**config.mk**
```make
export PLATFORM = sky130hd
export DESIGN_NAME = axis_width_upsizer
export DESIGN_NICKNAME = d
export VERILOG_FILES = /design/src/rtl/axis_width_upsizer.sv
export SDC_FILE = /design/constraint.sdc
export NUM_CORES = 1
export LEC_CHECK = 0
export BUFFER_PORTS_ARGS = -buffer_cell sky130_fd_sc_hd__buf_4
export CAP_MARGIN = 5
export CORE_MARGIN = 5
export CORE_UTILIZATION = 40
export CTS_CLUSTER_SIZE = 20
export DETAILED_ROUTE_END_ITERATION = 7
export GPL_ROUTABILITY_DRIVEN = 0
export PLACE_DENSITY = 0.61
export SLEW_MARGIN = 20
export SYNTH_ARGS = -nofsm -noshare
export SYNTH_HDL_FRONTEND = slang
export SYNTH_SLANG_ARGS = --single-unit
```
**constraint.sdc**
```tcl
create_clock -name clk -period 1.81 [get_ports clk]
set_input_delay 0.4525 -clock clk [delete_from_list [all_inputs] [get_ports clk]]
set_output_delay 0.4525 -clock clk [all_outputs]
set_load 0.01 [all_outputs]
```
**src/rtl/axis_width_upsizer.sv**
```systemverilog
// axis_width_upsizer: packs RATIO consecutive DATA_SIZE-bit AXIS beats into one registered wide beat.
// Optional packet end/keep support when AXIS_UPSIZER_TLAST_EN is defined.
module axis_width_upsizer #(
    parameter int DATA_SIZE = 8,
    parameter int RATIO     = 4
) (
    input  logic                       clk,
    input  logic                       reset,
`ifdef AXIS_UPSIZER_TLAST_EN
    input  logic                       s_last,
    output logic                       m_last,
    output logic [RATIO-1:0]           m_keep,
`endif
    input  logic [DATA_SIZE-1:0]       s_data,
    input  logic                       s_valid,
    output logic                       s_ready,
    output logic [DATA_SIZE*RATIO-1:0] m_data,
    output logic                       m_valid,
    input  logic                       m_ready
);
    localparam int W  = DATA_SIZE*RATIO;
    localparam int CW = $clog2(RATIO);
    localparam logic [CW-1:0] LAST = CW'(RATIO-1);

    logic [CW-1:0]          cnt_q, cnt_d;
    logic [W-DATA_SIZE-1:0] acc_q, acc_d;
    logic [W-1:0]           word_d;
    logic                   pending, accept, complete;

`ifdef AXIS_UPSIZER_TLAST_EN
    logic [W-1:0]     ext;
    logic [RATIO-1:0] keep_d;
    assign pending = cnt_q == LAST || s_last;
    assign ext = W'(acc_q);
    // Lanes past the completing one are zeroed so stale accumulator data never leaks out.
    always_comb begin
        word_d = '0;
        keep_d = '0;
        for (int l = 0; l < RATIO; l++) begin
            if (CW'(l) == cnt_q)
                word_d[l*DATA_SIZE +: DATA_SIZE] = s_data;
            else if (CW'(l) < cnt_q)
                word_d[l*DATA_SIZE +: DATA_SIZE] = ext[l*DATA_SIZE +: DATA_SIZE];
            keep_d[l] = CW'(l) <= cnt_q;
        end
    end
`else
    assign pending = cnt_q == LAST;
    assign word_d  = {s_data, acc_q};
`endif

    assign s_ready  = !(pending && m_valid && !m_ready);
    assign accept   = s_valid && s_ready;
    assign complete = accept && pending;

    always_comb begin
        cnt_d = complete ? '0 : accept ? cnt_q + CW'(1) : cnt_q;
        acc_d = acc_q;
        for (int l = 0; l < RATIO-1; l++)
            if (accept && cnt_q == CW'(l)) acc_d[l*DATA_SIZE +: DATA_SIZE] = s_data;
    end

    always_ff @(posedge clk or posedge reset) begin
        if (reset) begin
            cnt_q   <= '0;
            acc_q   <= '0;
            m_data  <= '0;
            m_valid <= 1'b0;
`ifdef AXIS_UPSIZER_TLAST_EN
            m_last  <= 1'b0;
            m_keep  <= '0;
`endif
        end else begin
            cnt_q <= cnt_d;
            acc_q <= acc_d;
            if (complete) begin
                m_data  <= word_d;
                m_valid <= 1'b1;
`ifdef AXIS_UPSIZER_TLAST_EN
                m_last  <= s_last;
                m_keep  <= keep_d;
`endif
            end else if (m_ready) begin
                m_valid <= 1'b0;
            end
        end
    end
endmodule

```
==> qor.csv <==
stage,metric,value,unit
run_status,outcome,finished clean,
floorplanning,Rows,29,
clock_network,clk sinks,59,
yosys,synthesized area,2560,µm²
sta,Final Hold Vio Count,0,
power_and_ir_drop,Leak,1.58,nW
yosys,"Seq/Total Area, Yosys",0.576,
yosys,Yosys top cell area share,0.576,
routing,wire per inst,16.7,µm
clock_network,hold buffer count at CTS,0,
critical_path,Setup Crit Path Kind,flip-flop to output pin,
sta,minimum clock period,1680,ps
routing,metal3 WL,267,µm
yosys,Synth async-reset ratio,1.00,
sta,fin worst setup slack,134,ps
critical_path,cell-by-cell trace of the critical path,ha_2 -> nand3b_4 -> buf_4,
routing,Detailed Route WL,4670,µm
flow_run,Max Cap Viol,0,
routing,DR vias,1351,
global_route,first-pass GRT wire length,7770,µm
yosys,synth top area cells,"dfrtp_1 58%, mux2_4 32%, buf_12 2.3%",
floorplanning,die height,90.1,µm
clock_network,TritonCTS clock tree,yes,
yosys,Synth top cells by count,"59 x dfrtp_1, 54 x mux2_4, 4 x buf_6, 4 x ha_1, 4 x inv_1",
sta,unrepaired setup endpoints after global routing,false,
routing,met2 wire len,2170,µm
critical_path,critical path buffer and inverter count,1,
yosys,Syn. warnings,0,
yosys,Synth Register Bits,59,
global_route,largest net degree at the start of global routing,39,
global_route,initial antenna violation count,0,
yosys,Synth cell types,15,
power_and_ir_drop,Power Dens Cells,1910,nW/µm²
clock_network,Root Buffer,clkbuf_8,
clock_network,Worst-Skew Late Latency,330,ps
sta,final worst-path cycle share,0.926,
final_layout,n_diodes,0,
routing,Final ANT Viol Nets,0,
floorplanning,Initial Util,0.408,
yosys,most common cell in the netlist,dfrtp_1,
critical_path,crit-path leading delay family,flip-flops,
floorplanning,die area,8110,µm²
sta,final setup vio count,0,
routing,DRC viols,0,
final_layout,Final nets,215,
yosys,Most used DFF post-synth,dfrtp_1,
yosys,cell taking the most area after synthesis,dfrtp_1,
yosys,Mapped Cells,142,
critical_path,Crit. End Element,output pin,
sta,worst slew pin tran,523,ps
global_route,vias in the first global route,1527,
critical_path,critical path's slowest cell,dfrtp_1,
clock_network,CTS H-tree lvls,3,
final_layout,multi-input logic area,977,µm²
routing,Iter 0 DRT Violations,76,
critical_path,Crit path required time,1360,ps
hold_path,worst min path class,input port to async pin,
critical_path,CP peak stage delay,380,ps
critical_path,Worst Path Arrival,1220,ps
final_layout,register area,1480,µm²
final_layout,fillers,526,
sta,setup TNS,0,ps
sta,Slew HR,0.651,
power_and_ir_drop,Peak VDD IR,0.000769,V
critical_path,crit-path max FO,7,
yosys,Post-synth EDFFs,0,
place,hpwl dp,3280,µm
place,Port Buffers,45,
routing,top layer in use,met4,
floorplanning,Ports,46,
floorplanning,die width,90.1,µm
final_layout,Final Util,0.509,
global_route,grt ovf,0,
critical_path,CP startpoint kind,flip-flop,
final_layout,share of cells above drive strength 1,0.626,
clock_network,CTS buffer count,9,
critical_path,CP startpoint,cnt_q[0],
floorplanning,Core ar.,6280,µm²
routing,vias per inst,4.83,
place,Setup WS pre-CTS,131,ps
sta,Achievable Freq,597,MHz
clock_network,"CTS clk-pin slew, worst paths",70,ps
sta,skew final,7.08,ps
global_route,all-layer global routing usage,0.121,
routing,M1 wire length,2180,µm
critical_path,FF-to-FF Start,cnt_q[0],
clock_network,Clock Path Buffers,2,
sta,"Slew Viols, Final",0,
yosys,syn nets,158,
yosys,Avg Inst Size Synth,18.1,µm²
routing,Pre-antenna DRT Iters,4,
final_layout,Synth-to-Final Area Change,24.7,%
sta,hold_ws,167,ps
[sequential cells by signal, summed over array words and instances, names as in the netlist]
name,count
m_valid,1
cnt_q,2
acc_q,24
m_data,32
[layout make-up]
cell class	count	share of cell area
clock buffers	13	0.0497
inverters	4	0.00587
repair buffers	53	0.136
multi-input cells	72	0.306
clock inverters	2	0.0110
flip-flops and latches	59	0.462
well taps	77	0.0301
[path summary, 6_finish.rpt]
kind	end	slack [ps]	cells past startpoint
worst max-delay path	s_ready	130	3
worst min-delay path	m_data[12]	170	2
worst max register to register	m_data[29]	230	5
worst min register to register	m_data[5]	510	1
max in group asynchronous	acc_q[23]	1100	3
min in group clk	cnt_q[0]	380	2
[metrics by stage]
stage / cells / instance area (µm²) / power [mW]
finish: 280 / 3200 / 6.11
global route: 280 / 3200 / 6.46
CTS: 279 / 3190 / 6.17
detailed placement: 264 / 2990 / 4.95
global placement: 264 / 2990 / 4.86
floorplan: 142 / 2570 / 4.06
[kinds of logic after synthesis]
family,synth area share
buffers and inverters,0.0469
AO/OA/AOI/OAI,0.00976
multiplexers,0.325
adder cells (fa/ha/maj),0.0195
AND/OR/NAND/NOR,0.0229
flip-flops,0.576
[power breakdown]
part	leakage, nW	switching [mW]	internal [mW]
combinational	0.770	0.835	1.66
clock	0.0995	0.490	0.703
sequential	0.705	0.427	2.00
total	1.58	1.75	4.36
[placed cells by master (no fill, tap or decap), types with 3 or more instances in the layout]
master    instances
ha_1              3
buf_12            3
inv_1             3
buf_4            50
and3_1            3
dfrtp_1          59
mux2_4           54
clkbuf_8         11
[layer usage]
metal  vias up  GRT usage
met5         -          0
met1       702      0.158
met2        35      0.179
li1        607          -
met3         7     0.0509
met4         0     0.0447
[what timing repair did]
action,in CTS,in global routing
endpoints found under the setup margin,0,1
setup buffers,0,1
gates resized for setup,0,1
Power figures use the tool's default switching activity.
